[config.mk]
export PLATFORM = sky130hd
export DESIGN_NAME = cache_ctrl
export DESIGN_NICKNAME = d
export VERILOG_FILES = /design/src/rtl/cache_ctrl.sv
export SDC_FILE = /design/constraint.sdc
export NUM_CORES = 2
export LEC_CHECK = 0
export CAP_MARGIN = 30
export CORE_ASPECT_RATIO = 0.5
export CORE_UTILIZATION = 55
export DETAILED_ROUTE_END_ITERATION = 10
export HOLD_SLACK_MARGIN = 0.02
export PLACE_DENSITY = 0.76
export SETUP_SLACK_MARGIN = 0.4
export SYNTH_ARGS = -nofsm -noshare
export SYNTH_HDL_FRONTEND = slang
export SYNTH_SLANG_ARGS = --single-unit
export TNS_END_PERCENT = 20
[constraint.sdc]
create_clock -name clk -period 7.05 [get_ports clk]
set_input_delay 1.41 -clock clk [delete_from_list [all_inputs] [get_ports clk]]
set_output_delay 1.41 -clock clk [all_outputs]
set_load 0.05 [all_outputs]
[src/rtl/cache_ctrl.sv]
// cache_ctrl: direct-mapped, write-through, no-write-allocate cache controller.
// Tags and valid bits live here; the data array is external and driven through
// data_addr/data_write/data_wdata, with combinational read data on data_rdata.
module cache_ctrl #(
    parameter int INDEX_WIDTH  = 6,
    parameter int OFFSET_WIDTH = 2
) (
    input  logic                              clk,
    input  logic                              rst,
    input  logic                              cpu_req,
    input  logic                              cpu_we,
    input  logic [31:0]                       cpu_addr,
    input  logic [31:0]                       cpu_wdata,
    output logic [31:0]                       cpu_rdata,
    output logic                              cpu_ready,
    input  logic                              flush,
    output logic [INDEX_WIDTH+OFFSET_WIDTH-1:0] data_addr,
    output logic                              data_write,
    output logic [31:0]                       data_wdata,
    input  logic [31:0]                       data_rdata,
    output logic                              mem_req,
    output logic                              mem_we,
    output logic [31:0]                       mem_addr,
    output logic [31:0]                       mem_wdata,
    input  logic [31:0]                       mem_rdata,
    input  logic                              mem_ready
);

    localparam int TAG_WIDTH = 30 - INDEX_WIDTH - OFFSET_WIDTH;
    localparam int LINES     = 1 << INDEX_WIDTH;

    typedef enum logic [1:0] {
        S_IDLE   = 2'd0,
        S_REFILL = 2'd1,
        S_WRITE  = 2'd2
    } state_t;

    state_t                  r_state;
    state_t                  w_state_nx;

    logic [LINES-1:0]        r_valid;
    logic [TAG_WIDTH-1:0]    r_tags [LINES];
    logic [31:2]             r_addr;
    logic [31:0]             r_wdata;
    logic                    r_hit;
    logic [OFFSET_WIDTH-1:0] r_cnt;

    // Fields of the live CPU address (used in IDLE)
    logic [TAG_WIDTH-1:0]    w_tag;
    logic [INDEX_WIDTH-1:0]  w_idx;
    logic [OFFSET_WIDTH-1:0] w_off;
    // Fields of the latched request (used in REFILL/WRITE)
    logic [TAG_WIDTH-1:0]    w_ltag;
    logic [INDEX_WIDTH-1:0]  w_lidx;
    logic [OFFSET_WIDTH-1:0] w_loff;

    logic w_hit;
    logic w_latch;
    logic w_flush_all;
    logic w_fill_start;
    logic w_fill_step;
    logic w_fill_done;
    logic w_unused;

    assign w_tag  = cpu_addr[31 -: TAG_WIDTH];
    assign w_idx  = cpu_addr[31-TAG_WIDTH -: INDEX_WIDTH];
    assign w_off  = cpu_addr[2 +: OFFSET_WIDTH];
    assign w_ltag = r_addr[31 -: TAG_WIDTH];
    assign w_lidx = r_addr[31-TAG_WIDTH -: INDEX_WIDTH];
    assign w_loff = r_addr[2 +: OFFSET_WIDTH];

    // Byte-lane bits of the CPU address carry no information for word accesses
    assign w_unused = ^cpu_addr[1:0];

    assign w_hit = r_valid[w_idx] && (r_tags[w_idx] == w_tag);

    // Next-state and all outputs; reset forces the handshake/data outputs low
    always_comb begin
        w_state_nx   = r_state;
        cpu_rdata    = '0;
        cpu_ready    = 1'b0;
        data_addr    = {w_idx, w_off};
        data_write   = 1'b0;
        data_wdata   = '0;
        mem_req      = 1'b0;
        mem_we       = 1'b0;
        mem_addr     = '0;
        mem_wdata    = '0;
        w_latch      = 1'b0;
        w_flush_all  = 1'b0;
        w_fill_start = 1'b0;
        w_fill_step  = 1'b0;
        w_fill_done  = 1'b0;

        case (r_state)
            S_IDLE: begin
                if (flush) begin
                    // Flush wins over a same-cycle request; the request is retried next cycle
                    w_flush_all = 1'b1;
                end else if (cpu_req) begin
                    if (cpu_we) begin
                        w_latch    = 1'b1;
                        w_state_nx = S_WRITE;
                    end else if (w_hit) begin
                        cpu_ready = 1'b1;
                        cpu_rdata = data_rdata;
                    end else begin
                        w_latch      = 1'b1;
                        w_fill_start = 1'b1;
                        w_state_nx   = S_REFILL;
                    end
                end
            end

            S_REFILL: begin
                mem_req   = 1'b1;
                mem_addr  = {w_ltag, w_lidx, r_cnt, 2'b00};
                data_addr = {w_lidx, r_cnt};
                if (mem_ready) begin
                    data_write  = 1'b1;
                    data_wdata  = mem_rdata;
                    w_fill_step = 1'b1;
                    if (&r_cnt) begin
                        w_fill_done = 1'b1;
                        w_state_nx  = S_IDLE;
                    end
                end
            end

            S_WRITE: begin
                mem_req   = 1'b1;
                mem_we    = 1'b1;
                mem_addr  = {r_addr, 2'b00};
                mem_wdata = r_wdata;
                data_addr = {w_lidx, w_loff};
                if (mem_ready) begin
                    cpu_ready  = 1'b1;
                    w_state_nx = S_IDLE;
                    // Write-through: update the array only when the line was resident
                    if (r_hit) begin
                        data_write = 1'b1;
                        data_wdata = r_wdata;
                    end
                end
            end

            default: w_state_nx = S_IDLE;
        endcase

        if (rst) begin
            cpu_ready  = 1'b0;
            cpu_rdata  = '0;
            data_write = 1'b0;
            data_wdata = '0;
            mem_req    = 1'b0;
            mem_we     = 1'b0;
            mem_addr   = '0;
            mem_wdata  = '0;
        end
    end

    // State register
    always_ff @(posedge clk or posedge rst) begin
        if (rst) r_state <= S_IDLE;
        else     r_state <= w_state_nx;
    end

    // Request latch, refill counter and valid bits
    always_ff @(posedge clk or posedge rst) begin
        if (rst) begin
            r_valid <= '0;
            r_addr  <= '0;
            r_wdata <= '0;
            r_hit   <= 1'b0;
            r_cnt   <= '0;
        end else begin
            if (w_flush_all) r_valid <= '0;
            if (w_latch) begin
                r_addr  <= cpu_addr[31:2];
                r_wdata <= cpu_wdata;
                r_hit   <= w_hit;
            end
            if (w_fill_start) begin
                // Invalidate up front so a partially refilled line never hits
                r_cnt          <= '0;
                r_valid[w_idx] <= 1'b0;
            end
            if (w_fill_step) r_cnt <= r_cnt + OFFSET_WIDTH'(1);
            if (w_fill_done) r_valid[w_lidx] <= 1'b1;
        end
    end

    // Tag store; contents are only meaningful where the valid bit is set
    always_ff @(posedge clk) begin
        if (w_fill_done) r_tags[w_lidx] <= w_ltag;
    end

endmodule
Word-level counts from Yosys, hierarchy flattened
Memories as Yosys holds them, arrays and structs flattened.
Cells that the tools add are included.
- add/subtract/negate cells: 1
- $lt $le $gt $ge: 4
- eq/ne operators: 9
- mux-type cells: 67
- bitwise logic cells: 3
- reductions and logical operators: 8
- operators by type and width (kind ; count):
    $mux W32 ; 13
    $mux W64 ; 3
    $pmux W32 S2 ; 2
    $and A64 B64 Y64 ; 1
    $not A64 Y64 ; 1
    $or A64 B64 Y64 ; 1
    $mux W1 ; 33
    $eq A22 B22 Y1 ; 1
    $mux W2 ; 9
    $pmux W8 S2 ; 1
    $lt A6 B7 Y1 const B ; 2
    $demux W1 S6 ; 2
    $ge A6 B1 Y1 const B ; 2
    $ne A2 B2 Y1 const B ; 5
    $bmux W1 S6 ; 1
    $pmux W2 S3 ; 1
    $reduce_and A6 Y1 ; 1
    $pmux W1 S2 ; 2
    $logic_and A1 B1 Y1 ; 3
    $ne A3 B3 Y1 const B ; 1
    $add A2 B1 Y2 const B ; 1
    $eq A2 B1 Y1 const B ; 1
    $eq A2 B2 Y1 const B ; 1
    $logic_not A2 Y1 ; 1
    3 further kinds ; 3
- register bits: 131
- RAM bits: 1408
- input port bits: 134
- output and inout port bits: 140
- memories: 1
- memory list (memory ; words ; bits a word ; read ports ; clocked after Yosys merged registers in ; wr ports ; RTL line ; source):
    r_tags ; 64 ; 22 ; 1 ; 0 ; 1 ; 42 ; logic [TAG_WIDTH-1:0] r_tags [LINES];

Longest topological paths before layout
- word-level depth: 11
- gate-level depth with buffers: 19
- mapped depth without buffers: 10

Least setup slack after synthesis
Ideal clock, no wire load.
- kind: input port to output port
- start: in rst
- end: out mem_addr[11]
- arrival time: 6.055 ns
- data required time: 5.640 ns
- setup slack: -0.415 ns
- stages: 5
- cell sequence: inv_1 > nand2_1 > nor2_1 > clkbuf_1 > and2_1
- longest elaborated chain between the ends: 1
- ends and longest elaborated chain (what ; RTL line ; source):
    start, declared ; 9 ; input logic rst,
    $mux W32 ; 150 ; if (rst) begin
    end, declared ; 23 ; output logic [31:0] mem_addr,
Every way passes these cells.

Worst setup path after layout
- start: in cpu_addr[5]
- end: reg r_state[1]
- longest elaborated chain between the ends: 5
- elaborated cells between the ends (all ways): 7
- classes of those cells: eq/ne (2); mux (2); reduce/logical (2); memory (1)
- ends and longest elaborated chain (what ; RTL line ; source):
    start, declared ; 12 ; input logic [31:0] cpu_addr,
    $mem_v2 Z64 W22 or $bmux W1 S6 (tied branches) ; -- ;
    $eq A22 B22 Y1 or $mux W1 (tied branches) ; 75 ; assign w_hit = r_valid[w_idx] && (r_tags[w_idx] == w_tag);
    $logic_and A1 B1 Y1 * ; 75 ;
    $ne A3 B3 Y1 (no line) * ; -- ;
    $reduce_and A6 Y1 (no line) * ; -- ;
    end signal, assigned ; 165 ; else r_state <= w_state_nx;
    end, declared ; 38 ; state_t r_state;
Mark *: on every way between the ends. The rest lies on a longest branch, timed or not. The select of a mux whose other input is x is not followed.
A chain may end at the register's enable or synchronous reset.

==> metrics.csv <==
metric,value,unit
Worst R2R End,r_state[1],
Syn-to-layout area delta,22.5,%
Fin Clk Skew,0.0303,ns
Clock H-tree levels,4,
"reg-to-reg slack, setup",0.74,ns
"Cell Area, Placed",70800,sq um
Sink Count,1539,
RSZ-0062 raised after global routing,yes,
Worst R2R Path Depth,35,
Worst R2R Start,r_tags[16][14],
fin crit period,7.05,ns
final setup margin,-0.00393,ns
Max-cap violations,0,
Syn Area/Cell,16.7,sq um
Post-synth EDFFs,1408,
Rows,87,
CP Max Fanout,10,
first-pass GRT wire length,294000,um
failing checks,negative setup slack,
Post-CTS Hold Buffers,0,
#FFs+latches synth,1539,
final wirelength,217000,um
clk_lat worst skew,0.81,ns
CTS tree,done,
CP arrival,7.78,ns
maximum clock rate,0.142,GHz
Yosys cell types,78,
Final Hold Fails,0,
leakage,26.4,nW
Worst-path clk slew,0.07,ns
crit share post-route,100,%
largest net degree at the start of global routing,69,
Slew @ Worst Pin,0.982,ns
Vias/cell,6.97,
Final TNS setup,-0.00393,ns
initial core utilization,55.5,%
final setup violation count,1,
Post-synth top flop,edfxtp_1,
outcome,finished with violations,
Post-synth ARST share,8.51,%
Setup crit end,r_state[1],
worst stage delay on the critical path,0.61,ns
die width,479,um
Slew headroom,34.5,%
initial antenna violation count,13,
vias in the first global route,39100,
cells after synthesis,3759,
final instance area,76800,sq um
io pins,274,
Die Y,241,um
clk buf depth,3,
CORE AREA,113000,sq um
nets,4593,
Crit Path Category,in -> reg,
FILL cells,7085,
1st-iter DRT viols,7135,
hpwl dp,134000,um
Slew Limit Fails,0,
GRT Resource Usage Total,36.9,%
share of post-route cells with drive strength above 1,27.9,%
drt wl/cell,35.8,um
crit path launch type,primary input,
sequential-to-total area share from yosys stat,72.7,%
crit end category,flop,
CP startpoint,cpu_addr[5],
worst path required time,7.78,ns
Root Buffer,clkbuf_16,
DIE AREA,115000,sq um
Final GP Congestion,1.07,
DRT Pass-1 Iters,7,
DR DRC count,0,
fin util,68.0,%
routed via count,42300,
peak supply drop,0.000453,V
Hold Crit Start,r_addr[3],
Synth warnings,0,
slowest CP cell,o41a_1,
post-route ant nets,0,
Num CTS Buffers,133,
GRT overflow,0,
worst hold path type,reg -> reg,
IO Port Bufs,269,
Post-Syn Area,62700,sq um
cell mode on critical path,buf_4,
Power Density,304,nW/um^2
stage by stage:
step / instances / hold slack, ns / worst slack [ns] / total power, mW
after floorplan: 3760 / 0.479 / 0.260 / 13.8
after global placement: 5742 / 0.492 / -0.183 / 15.7
after detailed placement: 5743 / 0.505 / -0.200 / 15.9
after CTS: 6054 / 0.522 / 0.284 / 23.1
after global routing: 6069 / 0.547 / 0.00650 / 23.8
final: 6076 / 0.521 / -0.00393 / 23.4
cells in the mapped netlist, types with 47 or more instances:
cell	number	area (sq um)
o21ai_0	47	235
a21oi_1	197	986
o22ai_1	57	357
buf_2	88	440
a22oi_1	172	1290
clkbuf_1	100	375
a221oi_1	84	736
dfrtp_1	131	3280
nor2_1	138	518
nand3_1	63	315
and2_1	62	388
nor4_1	77	482
mux4_2	115	2590
nand2_1	113	424
edfxtp_1	1408	42300
mux2_2	139	1570
mux2i_1	227	2270
layer usage:
| metal | global-route usage, % | wire length, um | vias up |
|---|---|---|---|
| li1 | - | - | 16600 |
| met2 | 51.9 | 91500 | 3864 |
| met5 | 1.18 | 275 | - |
| met1 | 50.7 | 78500 | 21300 |
| met3 | 14.5 | 36400 | 614 |
| met4 | 17.0 | 10500 | 10 |
layout make-up:
| cell class | instances | area (sq um) | area share, % |
|---|---|---|---|
| multi-input combinational | 1906 | 16500 | 21.5 |
| sequential | 1539 | 45600 | 59.4 |
| inverter | 45 | 178 | 0.231 |
| clock buffer | 175 | 3590 | 4.67 |
| tap | 1513 | 1890 | 2.46 |
| clock inverter | 60 | 612 | 0.797 |
| antenna | 8 | 20.0 | 0.0261 |
| timing repair buffer | 830 | 8450 | 11.0 |
critical path: cells and delay by family:
| kind | cells | cell delay, ns |
|---|---|---|
| AO/OA/AOI/OAI | 5 | 1.46 |
| AND/OR/NAND/NOR | 4 | 0.93 |
| buffers and inverters | 29 | 3.96 |
cell families after synthesis:
group | count (synthesis) | synth area share (%)
compound gates | 728 | 8.17
fa+ha+maj | 4 | 0.0799
other cells | 1 | 0.00598
flops | 1539 | 72.7
buf+inv | 315 | 2.46
simple gates | 658 | 5.82
xor+xnor | 19 | 0.266
mux | 495 | 10.5
timing repair:
item                                    CTS  global route
buffers inserted                         69             4
gates cloned                              7             7
pin swaps                                19             6
endpoints found under the setup margin   33            96
gates resized for setup                 131            58
worst min path at each step:
stage | to | cells after the start | slack, ns
6_report | r_addr[3] | 1 | 0.52
5_1_grt | r_addr[3] | 1 | 0.55
4_1_cts | r_addr[3] | 1 | 0.52
3_5_place_dp | r_addr[3] | 1 | 0.51
3_3_place_gp | r_addr[2] | 1 | 0.49
2_1_floorplan | r_wdata[0] | 1 | 0.48
report_power, final:
| group | switching, mW | total (mW) | internal [mW] |
|---|---|---|---|
| clock network | 3.40 | 7.29 | 3.89 |
| logic | 3.24 | 4.38 | 1.14 |
| registers | 0.210 | 11.7 | 11.5 |
state kept, by name, indices dropped and copies added (netlist names):
name	flops
r_hit	1
r_addr	30
r_valid	64
r_tags	1408
r_wdata	32
r_state	2
r_cnt	2
cells in the final DEF (no fill, tap or decap), types with 18 or more instances in the layout:
cell type,netlist,routed
nand2_1,113,106
clkbuf_1,100,35
nor3_1,23,18
clkinv_1,0,18
nor2_1,138,67
mux4_2,115,115
buf_6,12,29
a22oi_1,172,167
nor2_2,0,65
nor4_1,77,70
a22o_1,22,22
mux2i_1,227,226
dfrtp_2,0,22
a21oi_1,197,189
dfrtp_1,131,109
and2_1,62,61
clkbuf_16,0,141
mux2_2,139,120
clkinv_2,0,21
a221o_1,35,35
buf_12,0,83
nand3b_1,32,32
nor3_4,0,25
a221oi_1,84,77
buf_4,42,457
edfxtp_1,1408,1408
clkdlybuf4s50_1,0,229
nand3_1,63,58
o21ai_0,47,40
inv_1,45,40
mux2_4,1,20
o22ai_1,57,53
No activity file was read; power rests on OpenSTA's default activity.
